[config.mk]
export PLATFORM = sky130hd
export DESIGN_NAME = song_reader_flat
export DESIGN_NICKNAME = d
export VERILOG_FILES = /design/src/rtl/song_reader_if.sv /design/src/rtl/song_reader.sv /design/src/flat_wrapper.sv
export SDC_FILE = /design/constraint.sdc
export NUM_CORES = 1
export LEC_CHECK = 0
export ABC_CLOCK_PERIOD_IN_PS = 2200
export BUFFER_PORTS_ARGS = -buffer_cell sky130_fd_sc_hd__buf_2
export CAP_MARGIN = 40
export CORE_ASPECT_RATIO = 1.4
export CORE_MARGIN = 5
export CORE_UTILIZATION = 49
export DETAILED_ROUTE_END_ITERATION = 10
export HOLD_SLACK_MARGIN = 0.12
export PLACE_DENSITY_LB_ADDON = 0.25
export SLEW_MARGIN = 15
export SYNTH_ARGS = -nofsm -noshare
export SYNTH_HDL_FRONTEND = slang
export SYNTH_SLANG_ARGS = --single-unit
[constraint.sdc]
create_clock -name clk -period 2.2 [get_ports clk]
set_input_delay 0.55 -clock clk [delete_from_list [all_inputs] [get_ports clk]]
set_output_delay 0.55 -clock clk [all_outputs]
set_load 0.005 [all_outputs]
[src/rtl/song_reader_if.sv]
// Bus between song_reader, the song ROM and note_player: ROM address/data plus
// the note hand-off (load pulse out, done pulse back).
interface song_reader_if #(
  parameter int SONG_BITS = 2,
  parameter int NOTE_BITS = 5
);
  logic [SONG_BITS+NOTE_BITS-1:0] rom_addr;
  logic [11:0]                    rom_data;
  logic [5:0]                     note_to_load;
  logic [5:0]                     duration_to_load;
  logic                           load_new_note;
  logic                           note_done;

  modport master (
    output rom_addr, note_to_load, duration_to_load, load_new_note,
    input  rom_data, note_done
  );

  modport slave (
    input  rom_addr, note_to_load, duration_to_load, load_new_note,
    output rom_data, note_done
  );
endinterface

[src/rtl/song_reader.sv]
// Walks one song in the synchronous song ROM, handing each {note, duration}
// to note_player and waiting for its done pulse before fetching the next.
module song_reader #(
  parameter int SONG_BITS = 2,
  parameter int NOTE_BITS = 5
) (
  input  logic                 clk,
  input  logic                 reset,
  input  logic                 play,
  input  logic                 restart,
  input  logic [SONG_BITS-1:0] song,
  output logic                 song_done,
  song_reader_if.master        bus
);

  typedef enum logic [2:0] {
    ST_IDLE,
    ST_FETCH,
    ST_WAIT,
    ST_PLAYING,
    ST_DONE
  } state_t;

  state_t               state, state_n;
  logic [SONG_BITS-1:0] song_q, song_n;
  logic [NOTE_BITS-1:0] idx, idx_n;
  logic [5:0]           note_q, note_n;
  logic [5:0]           dur_q, dur_n;
  logic                 load_q, load_n;
  logic                 done_q, done_n;

  always_ff @(posedge clk or negedge reset) begin
    if (!reset) begin
      state  <= ST_IDLE;
      song_q <= '0;
      idx    <= '0;
      note_q <= '0;
      dur_q  <= '0;
      load_q <= 1'b0;
      done_q <= 1'b0;
    end else begin
      state  <= state_n;
      song_q <= song_n;
      idx    <= idx_n;
      note_q <= note_n;
      dur_q  <= dur_n;
      load_q <= load_n;
      done_q <= done_n;
    end
  end

  // Pulses default low so each lasts exactly one cycle; restart overrides all.
  always_comb begin
    state_n = state;
    song_n  = song_q;
    idx_n   = idx;
    note_n  = note_q;
    dur_n   = dur_q;
    load_n  = 1'b0;
    done_n  = 1'b0;

    if (restart) begin
      state_n = ST_IDLE;
      idx_n   = '0;
    end else begin
      case (state)
        ST_IDLE: begin
          idx_n = '0;
          if (play) begin
            song_n  = song;
            state_n = ST_FETCH;
          end
        end
        ST_FETCH: begin
          if (play) state_n = ST_WAIT;
        end
        ST_WAIT: begin
          // Address is held while paused, so rom_data stays valid here.
          if (play) begin
            if (bus.rom_data[5:0] == 6'd0) begin
              state_n = ST_DONE;
              done_n  = 1'b1;
            end else begin
              note_n  = bus.rom_data[11:6];
              dur_n   = bus.rom_data[5:0];
              load_n  = 1'b1;
              state_n = ST_PLAYING;
            end
          end
        end
        ST_PLAYING: begin
          if (bus.note_done) begin
            if (idx == '1) begin
              state_n = ST_DONE;
              done_n  = 1'b1;
            end else begin
              idx_n   = idx + 1'b1;
              state_n = ST_FETCH;
            end
          end
        end
        ST_DONE: begin
          state_n = ST_DONE;
        end
        default: begin
          state_n = ST_IDLE;
          idx_n   = '0;
        end
      endcase
    end
  end

  assign bus.rom_addr         = {song_q, idx};
  assign bus.note_to_load     = note_q;
  assign bus.duration_to_load = dur_q;
  assign bus.load_new_note    = load_q;
  assign song_done            = done_q;

endmodule

[src/flat_wrapper.sv]
// flat-port wrapper written by rule: the top's interface ports become plain ports
module song_reader_flat 
#(
  parameter int SONG_BITS = 2,
  parameter int NOTE_BITS = 5
)
  (clk, reset, play, restart, song, song_done, bus_rom_addr, bus_note_to_load, bus_duration_to_load, bus_load_new_note, bus_rom_data, bus_note_done);
  song_reader_if #(.SONG_BITS(SONG_BITS), .NOTE_BITS(NOTE_BITS)) bus_i ();
  input  logic clk;
  input  logic reset;
  input  logic play;
  input  logic restart;
  input  logic [SONG_BITS-1:0] song;
  output logic song_done;
  output wire logic [$bits(bus_i.rom_addr)-1:0] bus_rom_addr;
  output wire logic [$bits(bus_i.note_to_load)-1:0] bus_note_to_load;
  output wire logic [$bits(bus_i.duration_to_load)-1:0] bus_duration_to_load;
  output wire logic [$bits(bus_i.load_new_note)-1:0] bus_load_new_note;
  input wire logic [$bits(bus_i.rom_data)-1:0] bus_rom_data;
  input wire logic [$bits(bus_i.note_done)-1:0] bus_note_done;
  assign bus_rom_addr = bus_i.rom_addr;
  assign bus_note_to_load = bus_i.note_to_load;
  assign bus_duration_to_load = bus_i.duration_to_load;
  assign bus_load_new_note = bus_i.load_new_note;
  assign bus_i.rom_data = bus_rom_data;
  assign bus_i.note_done = bus_note_done;
  song_reader #(.SONG_BITS(SONG_BITS), .NOTE_BITS(NOTE_BITS)) u_core (.clk(clk), .reset(reset), .play(play), .restart(restart), .song(song), .song_done(song_done), .bus(bus_i));
endmodule
* Yosys cells after proc, flatten, opt, wreduce, memory -nomap -nowiden
Index checks and enable logic that the tools add are counted.
Widths: inputs -> output; s select.
** Storage, ports and cells
- Bits in registers :: 24
- Bits of input ports :: 19
- Output and inout bits :: 21
- Logic and storage cells :: 50
** Cells by class
- Add/sub/neg operators :: 1
- Equality and inequality tests :: 11
- Multiplexer cells :: 22
- Bitwise gates (word level) :: 2
- Reductions and logical operators :: 7
** Operators with widths (count)
- $mux 3 :: 7
- $mux 5 :: 3
- $ne 3x3->1 const B :: 5
- $pmux 3 s5 :: 1
- $pmux 5 s2 :: 1
- $mux 1 :: 9
- $reduce_and 4->1 :: 2
- $eq 3x2->1 const B :: 2
- $logic_not 6->1 :: 1
- $reduce_and 3->1 :: 2
- $add 5x1->5 const B :: 1
- $eq 5x5->1 const B :: 1
- $eq 3x1->1 const B :: 1
- $eq 3x3->1 const B :: 1
- $logic_not 3->1 :: 1
- $reduce_or 3->1 :: 1
- $ne 2x1->1 const B :: 1
- $not 1->1 :: 2
- $pmux 1 s2 :: 1

* Logic depth before layout (Yosys ltp)
Gate-level depths: netlist of the first run.
- Word-level depth :: 5
- Gate-level depth with buffers :: 7
- Depth with buffers taken out :: 6

* Worst setup path before layout of the first run
No wires, ideal clock.
- Path type :: reg-to-reg
- Start :: reg u_core.idx[0]
- End :: reg u_core.idx[1]
- Library setup time :: 123 ps
- Data arrival time :: 1828 ps
- Data required time :: 2077 ps
- Slack :: 249 ps
- Stages on the path, launching flop included :: 8
- Buffers on the path :: 1
- Clock period less this slack :: 1951 ps
- Cell sequence :: dfrtp_1 ha_1 and3_1 ha_1 and4b_2 or4b_1 buf_2 mux2i_1
** On the way
- Cells in the longest elaborated chain, start to end :: 5
- Elaborated cells on any way between the ends :: 8
- Classes of those cells :: 1 x add/sub; 2 x eq/ne; 4 x mux; 1 x reduce/logical
** Ends and longest elaborated chain
- start: declaration :: RTL line song_reader.sv:26 : logic [NOTE_BITS-1:0] idx, idx_n;
- start signal: assignment :: RTL line song_reader.sv:44 : idx <= idx_n;
- $add 5x1->5 :: RTL line song_reader.sv:97 : idx_n = idx + 1'b1;
- $mux 5 :: RTL line song_reader.sv:93 : if (idx == '1) begin
- $mux 5 :: RTL line song_reader.sv:92 : if (bus.note_done) begin
- $pmux 5 s2 :: RTL line song_reader.sv:66 : case (state)
- $mux 5 :: RTL line song_reader.sv:62 : if (restart) begin
Parallel ways exist; a longest one is shown, timed or not. The select of a mux whose other input is x is not followed.
A chain may end at the register's enable or synchronous reset.

* Final worst setup path of the first run
- Start :: reg u_core.idx[1]
- End :: reg u_core.idx[1]
The elaborated chain is that of the path after synthesis.

==> flow_metrics.env, run 1 <==
export IMPL_fmax_ghz=0.492
export IMPL_tightest_slew_ns=0.526
export IMPL_synth_simple_gate_area_share=0.172
export IMPL_synth_adder_area_share=0.0209
export IMPL_path_class="flip-flop to flip-flop"
export IMPL_antenna_found_initial=0
export IMPL_path_clk_slew_ns=0.13
export IMPL_clock_root_buffer="clkbuf_4"
export IMPL_ys_ff_latch=24
export IMPL_wl_um=2510
export IMPL_fillers=203
export IMPL_clockBufferDepth=2
export IMPL_syn_area_sq_mm=0.00120
export IMPL_worstSkewPairLatency_ns=0.31
export IMPL_final_cell_mix="buf_2 (39), dfrtp_1 (24), mux2_4 (9)"
export IMPL_via_count=920
export IMPL_ant_nets=0
export IMPL_async_flop_share=1.00
export IMPL_initial_core_util=0.507
export IMPL_slowest_stage="or4b_4"
export IMPL_crit_path_max_fanout=5
export IMPL_die_h_um=68.6
export IMPL_crit_top_cell="ha_1"
export IMPL_worstPathRequired_ns=2.41
export IMPL_synth_cells=97
export IMPL_synth_edf_count=0
export IMPL_first_pass_iters=2
export IMPL_endpoint_kind="flip-flop"
export IMPL_io_pins=40
export IMPL_arrival_ns=2.25
export IMPL_grt_pass1_wl_um=4110
export IMPL_final_hold_viol_count=0
export IMPL_numCtsBuffers=3
export IMPL_netlist_area_leader_share=0.501
export IMPL_ys_top_cells_by_area="dfrtp_1 (50%), mux2_4 (11%), mux2_1 (4.7%)"
export IMPL_setup_viol=0
export IMPL_synth_top_area_cell="dfrtp_1"
export IMPL_drive_gt1_frac=0.446
export IMPL_rows=21
export IMPL_n_antenna_cell=0
export IMPL_slew_headroom=0.649
export IMPL_layout_nets=161
export IMPL_fin_crit_sh=0.924
export IMPL_p_leak_nw=0.762
export IMPL_yosysWarnings=0
export IMPL_worst_ir_drop_vdd_uv=295
export IMPL_final_common_cell="buf_2"
export IMPL_fin_setup_tns_ns=0
export IMPL_syn_to_final_growth_pct=23.0
export IMPL_drc=0
export IMPL_post_route_util=0.624
export IMPL_worst_setup_path_start_kind="flip-flop"
export IMPL_max_cap_violations=0
export IMPL_grt_start_max_net_pins=25
export IMPL_synth_top_family_by_area="multiplexers"
export IMPL_die_x_um=51.8
export IMPL_syn_nets=118
export IMPL_portBuffers=39
export IMPL_dieArea_sq_mm=0.00355
export IMPL_initialDrtViolationCount=15
export IMPL_synth_compound_area_frac=0.0782
export IMPL_grt_pass1_vias=977
export IMPL_synth_avg_cell_area_sq_um=12.4
export IMPL_crit_chain="ha_1 -> and3_1 -> ha_1 -> and4b_2 -> or4b_4 -> mux2i_1"
export IMPL_gr_total_overflow=0
export IMPL_gp_congestion=0.824
export IMPL_core_sq_mm=0.00236
export IMPL_drt_vias_per_instance=5.68
export IMPL_yosys_mux_area_fraction=0.185
export IMPL_powerDensity_mw_per_mm2=675
export IMPL_synth_xor_area_frac=0
export IMPL_cts_tree="built"
export IMPL_rsz0062_at_grt="no"
export IMPL_worst_clock_skew_ns=0.00253
export IMPL_hold_path_class="input pin to asynchronous set/reset pin"
export IMPL_fin_crit_ns=2.03
export IMPL_synth_seq_area_share=0.501
export IMPL_htree_levels=1
export IMPL_grt_use_total=0.156
export IMPL_cts_sinks=24
export IMPL_hpwlAfterDp_um=1930
export IMPL_yosysUniqueCellTypes=35
export IMPL_status="complete, no violations"
export IMPL_slowest_delay_ns=0.57
export IMPL_post_drt_wl_per_cell_um=15.5
export IMPL_synthFlopType="dfrtp_1"
export IMPL_drv_slew=0
[state kept, by name, summed over array words and instances (netlist names)]
register                     flops
u_core.bus.note_to_load          6
u_core.bus.load_new_note         1
u_core.idx                       5
u_core.bus.duration_to_load      6
u_core.song_q                    2
u_core.state                     3
u_core.song_done                 1
[worst max-delay path: cells and delay by family, from the launching register on]
kind / cells / cell delay (ns)
multiplexers: 1 / 0.15
adder cells (fa/ha/maj): 2 / 0.38
AND/OR/NAND/NOR: 3 / 1.00
flip-flops: 1 / 0.41
[metrics by stage]
step	area (sq um)	total power (W)	std cells	worst slack, ns	hold slack [ns]
2_1_floorplan	1200	0.000668	97	0.249	0.254
3_3_place_gp	1440	0.000773	158	0.198	0.463
3_5_place_dp	1440	0.000779	158	0.0792	0.474
4_1_cts	1470	0.00101	162	0.0495	0.210
5_1_grt	1480	0.00105	162	0.0307	0.222
6_report	1480	0.000996	162	0.166	0.193
[area by class of cell]
cell class | instances | area (sq um) | share of cell area
clock buffer | 4 | 36.3 | 0.0246
inverter | 6 | 22.5 | 0.0153
timing repair buffer | 43 | 238 | 0.161
tap | 23 | 28.8 | 0.0195
sequential | 24 | 601 | 0.407
multi-input combinational | 62 | 551 | 0.373
[cells by family (layout without fill, tap and decap cells)]
family | count (synthesis) | in the layout
buffers and inverters | 11 | 53
AND/OR/NAND/NOR | 31 | 31
multiplexers | 17 | 17
flip-flops | 24 | 24
adder cells (fa/ha/maj) | 2 | 2
AO/OA/AOI/OAI | 12 | 12
[worst paths after layout]
check,from,end,slack [ns],cells past startpoint
worst min-delay path,reset,u_core.bus.note_to_load[0],0.19,1
min in group clk,song[0],u_core.song_q[0],0.45,2
max in group asynchronous,reset,u_core.idx[3],1.66,1
worst max-delay path,u_core.idx[1],u_core.idx[1],0.17,6
worst max register to register,u_core.idx[1],u_core.idx[1],0.17,6
worst min register to register,u_core.bus.note_to_load[5],u_core.bus.note_to_load[5],0.50,1
[synthesized netlist by cell type, drive strengths merged, types with 2 or more instances]
library cell and number:
mux2 14, a31oi 2, nand3 3, nand2 3, and4b 2, nor2 4
buf 4, a21oi 2, inv 6, nor4bb 2, nor2b 2, dfrtp 24
nor3 2, o21ai 4, ha 2, mux2i 3, nand4 4, and3 2
[routing by layer]
layer	vias to the layer above	track usage	wire (um)
met1	441	0.169	1060
met2	33	0.289	1270
met4	0	0.0820	64
met5	-	0	0
li1	437	-	-
met3	9	0.0194	119
[repair_timing]
item                                   in CTS  in global routing
setup buffers                               0                  0
setup endpoints to repair                   0                  5
endpoints found under the hold margin       0                  0
gates resized for setup                     0                  1
hold buffers                                0                  0
[power breakdown]
part / switching, W / total [W] / leakage, nW / internal (W)
logic: 0.0000860 / 0.000224 / 0.426 / 0.000138
clock network: 0.000127 / 0.000228 / 0.0210 / 0.000101
registers: 0.0000355 / 0.000544 / 0.316 / 0.000509
Note: power is estimated with default switching activity, not from simulation.
==> run 2, diff against run 1 <==
--- a/config.mk
+++ b/config.mk
@@ -5,6 +5,7 @@
 export SDC_FILE = /design/constraint.sdc
 export NUM_CORES = 1
 export LEC_CHECK = 0
+export ABC_AREA = 1
 export ABC_CLOCK_PERIOD_IN_PS = 2200
 export BUFFER_PORTS_ARGS = -buffer_cell sky130_fd_sc_hd__buf_2
 export CAP_MARGIN = 40
==> run 2 against run 1 <==
Hold slack improved by 0.0013 ns. Flip-flop and latch count is the same. Fmax is 14% higher. Setup slack improved by 0.25 ns. Utilization rose by 0.26 points. Critical path type unchanged. Critical endpoint is now u_core.idx[4]. Largest cell class unchanged.
==> flow_metrics.env, run 2 <==
export IMPL_final_common_cell="nand2_1"
export IMPL_synth_edf_count=0
export IMPL_syn_to_final_growth_pct=21.7
export IMPL_tightest_slew_ns=0.538
export IMPL_slowest_stage="dfrtp_1"
export IMPL_setup_viol=0
export IMPL_fin_crit_ns=1.79
export IMPL_p_leak_nw=0.888
export IMPL_grt_use_total=0.172
export IMPL_fmax_ghz=0.560
export IMPL_powerDensity_mw_per_mm2=980
export IMPL_synth_xor_area_frac=0
export IMPL_final_cell_mix="nand2_1 (70), buf_2 (39), dfrtp_1 (24)"
export IMPL_grtUsageMet1=0.190
export IMPL_regArea_sq_um=601
export IMPL_cts_resized_gates=0
export IMPL_reg2reg_setup_slack_ns=0.41
export IMPL_hpwlAfterDp_um=2190
export IMPL_hold_path_class="input pin to asynchronous set/reset pin"
export IMPL_busiest_layer="met2"
export IMPL_grt_pass1_wl_um=4910
export IMPL_die_h_um=69.3
export IMPL_async_flop_share=1.00
export IMPL_dieArea_sq_mm=0.00363
export IMPL_dpl_cell_area_sq_mm=0.00145
export IMPL_path_clk_slew_ns=0.13
export IMPL_wl_um=2750
export IMPL_ys_ff_latch=24
export IMPL_slew_headroom=0.641
export IMPL_gp_congestion=0.863
export IMPL_n_antenna_cell=0
export IMPL_yosysWarnings=0
export IMPL_synth_top_cells_by_count="nand2_1 (70), dfrtp_1 (24), nor2_1 (12)"
export IMPL_r2r_start="u_core.idx[0]"
export IMPL_synth_seq_area_share=0.488
export IMPL_r2r_cells=9
export IMPL_ctsHoldBuffers=0
export IMPL_grt_pass1_vias=1206
export IMPL_synth_top_family_by_area="simple AND/OR/NAND/NOR gates"
export IMPL_synth_adder_area_share=0.0203
export IMPL_syn_area_sq_mm=0.00123
export IMPL_met2_usage=0.309
export IMPL_crit_end="u_core.idx[4]"
export IMPL_worst_setup_path_start_kind="flip-flop"
export IMPL_rsz0062_at_grt="no"
export IMPL_yosysMostFrequentCell="nand2_1"
export IMPL_synth_compound_area_frac=0.0305
export IMPL_synth_avg_cell_area_sq_um=7.89
export IMPL_ant_nets=0
export IMPL_antenna_found_initial=0
export IMPL_io_pins=40
export IMPL_multi_input_area_sq_um=553
export IMPL_rows=21
export IMPL_r2r_end="u_core.idx[4]"
export IMPL_clock_root_buffer="clkbuf_4"
export IMPL_gr_total_overflow=0
export IMPL_htree_levels=1
export IMPL_syn_nets=177
export IMPL_crit_chain="ha_1 -> inv_1 -> nor3_1 -> ha_1 -> nand4_1 -> nand2_1 -> nor2_1 -> nand4_1 -> nand2_1"
export IMPL_numCtsBuffers=3
export IMPL_critPathTopFamily="simple AND/OR/NAND/NOR gates"
export IMPL_fillers=214
export IMPL_worstSkewPairLatency_ns=0.31
export IMPL_endpoint_kind="flip-flop"
export IMPL_arrival_ns=2.05
export IMPL_initial_core_util=0.515
export IMPL_crit_path_max_fanout=6
export IMPL_cts_tree="built"
export IMPL_path_depth=9
export IMPL_fin_setup_tns_ns=0
export IMPL_status="complete, no violations"
export IMPL_synth_top_area_cell="dfrtp_1"
export IMPL_worst_clock_skew_ns=0.00241
export IMPL_path_class="flip-flop to flip-flop"
export IMPL_fin_crit_sh=0.812
export IMPL_final_hold_viol_count=0
export IMPL_layout_nets=219
export IMPL_portBuffers=39
export IMPL_use_met3=0.0258
export IMPL_drt_vias_per_instance=5.01
export IMPL_synth_cells=156
export IMPL_worst_ir_drop_vdd_uv=635
export IMPL_yosysUniqueCellTypes=23
export IMPL_synthFlopType="dfrtp_1"
export IMPL_cp_startpoint="u_core.idx[0]"
export IMPL_slowest_delay_ns=0.46
export IMPL_grt_start_max_net_pins=25
export IMPL_holdWs_ns=0.194
export IMPL_crit_buf_inv=1
export IMPL_drc=0
export IMPL_cts_sinks=24
export IMPL_core_sq_mm=0.00239
export IMPL_initialDrtViolationCount=43
export IMPL_post_drt_wl_per_cell_um=11.9
export IMPL_final_area_sq_mm=0.00150
export IMPL_first_pass_iters=4
export IMPL_synth_simple_gate_area_share=0.398
export IMPL_max_cap_violations=0
export IMPL_yosys_mux_area_fraction=0
export IMPL_via_count=1157
export IMPL_ys_top_cells_by_area="dfrtp_1 (49%), nand2_1 (21%), nor2_1 (3.7%)"
export IMPL_clockBufferDepth=2
export IMPL_worstPathRequired_ns=2.46
export IMPL_die_x_um=52.4
export IMPL_drv_slew=0
export IMPL_post_cts_setup_buffers=0
export IMPL_drive_gt1_frac=0.289
export IMPL_netlist_area_leader_share=0.488
run 2: cell count changes in the layout (fill, tap and decap cells not counted), sizes merged, moves of 2 or more:
cell | previous run | this run
nor2 | 4 | 14
and4b | 2 | 0
nand4 | 4 | 7
nand3 | 3 | 9
nand2 | 3 | 75
mux2 | 14 | 0
nor2b | 2 | 0
buf | 43 | 39
and3 | 2 | 0
a31oi | 2 | 0
nor4bb | 2 | 0
inv | 6 | 13
mux2i | 3 | 0
run 2: final cells by class:
type / instances / area share
tap: 34 / 0.0284
clock buffer: 3 / 0.0150
inverter: 14 / 0.0367
clock inverter: 1 / 0.0200
timing repair buffer: 39 / 0.130
multi-input combinational: 116 / 0.369
sequential: 24 / 0.401
run 2: worst register-to-register path: stages, from the launching register on:
cell     delay (ns)
dfrtp_1        0.46
ha_1           0.24
inv_1          0.08
nor3_1         0.06
ha_1           0.24
nand4_1        0.11
nand2_1        0.08
nor2_1         0.22
nand4_1        0.16
nand2_1        0.10
run 2: where the power goes:
part | switching (W) | internal [W] | leakage [nW]
Sequential | 0.0000976 | 0.000583 | 0.315
Clock | 0.000135 | 0.000184 | 0.0279
Combinational | 0.000257 | 0.000212 | 0.546
run 2: kinds of logic (layout without fill, tap and decap cells):
family / count (synthesis) / count (layout)
adder cells (fa/ha/maj): 2 / 2
AND/OR/NAND/NOR: 107 / 107
buffers and inverters: 16 / 57
flip-flops: 24 / 24
AO/OA/AOI/OAI: 7 / 7
run 2: how the worst min path moves through the flow:
stage / from / endpoint / slack [ns] / cells past startpoint
floorplan: reset / u_core.bus.duration_to_load[0] / 0.25 / 0
global placement: u_core.bus.note_to_load[1] / u_core.bus.note_to_load[1] / 0.46 / 2
detailed placement: u_core.bus.note_to_load[0] / u_core.bus.note_to_load[0] / 0.46 / 2
CTS: reset / u_core.bus.duration_to_load[2] / 0.21 / 1
global route: reset / u_core.state[0] / 0.21 / 1
finish: reset / u_core.bus.duration_to_load[1] / 0.19 / 1
run 2: metrics by stage:
stage / instances / utilization / total power [W] / setup slack, ns
after global placement: 227 / 0.605 / 0.00115 / 0.526
after global routing: 231 / 0.627 / 0.00159 / 0.253
after CTS: 231 / 0.627 / 0.00149 / 0.397
after detailed placement: 227 / 0.605 / 0.00117 / 0.428
after floorplan: 156 / - / 0.000950 / 0.701
final: 231 / 0.627 / 0.00147 / 0.414
run 2: per-layer routing:
layer | part of all wire | wire length, um | vias up
li1 | - | - | 577
met2 | 0.53 | 1460 | 37
met3 | 0.048 | 133 | 8
met1 | 0.40 | 1090 | 535
met5 | 0 | 0 | -
met4 | 0.023 | 62 | 0
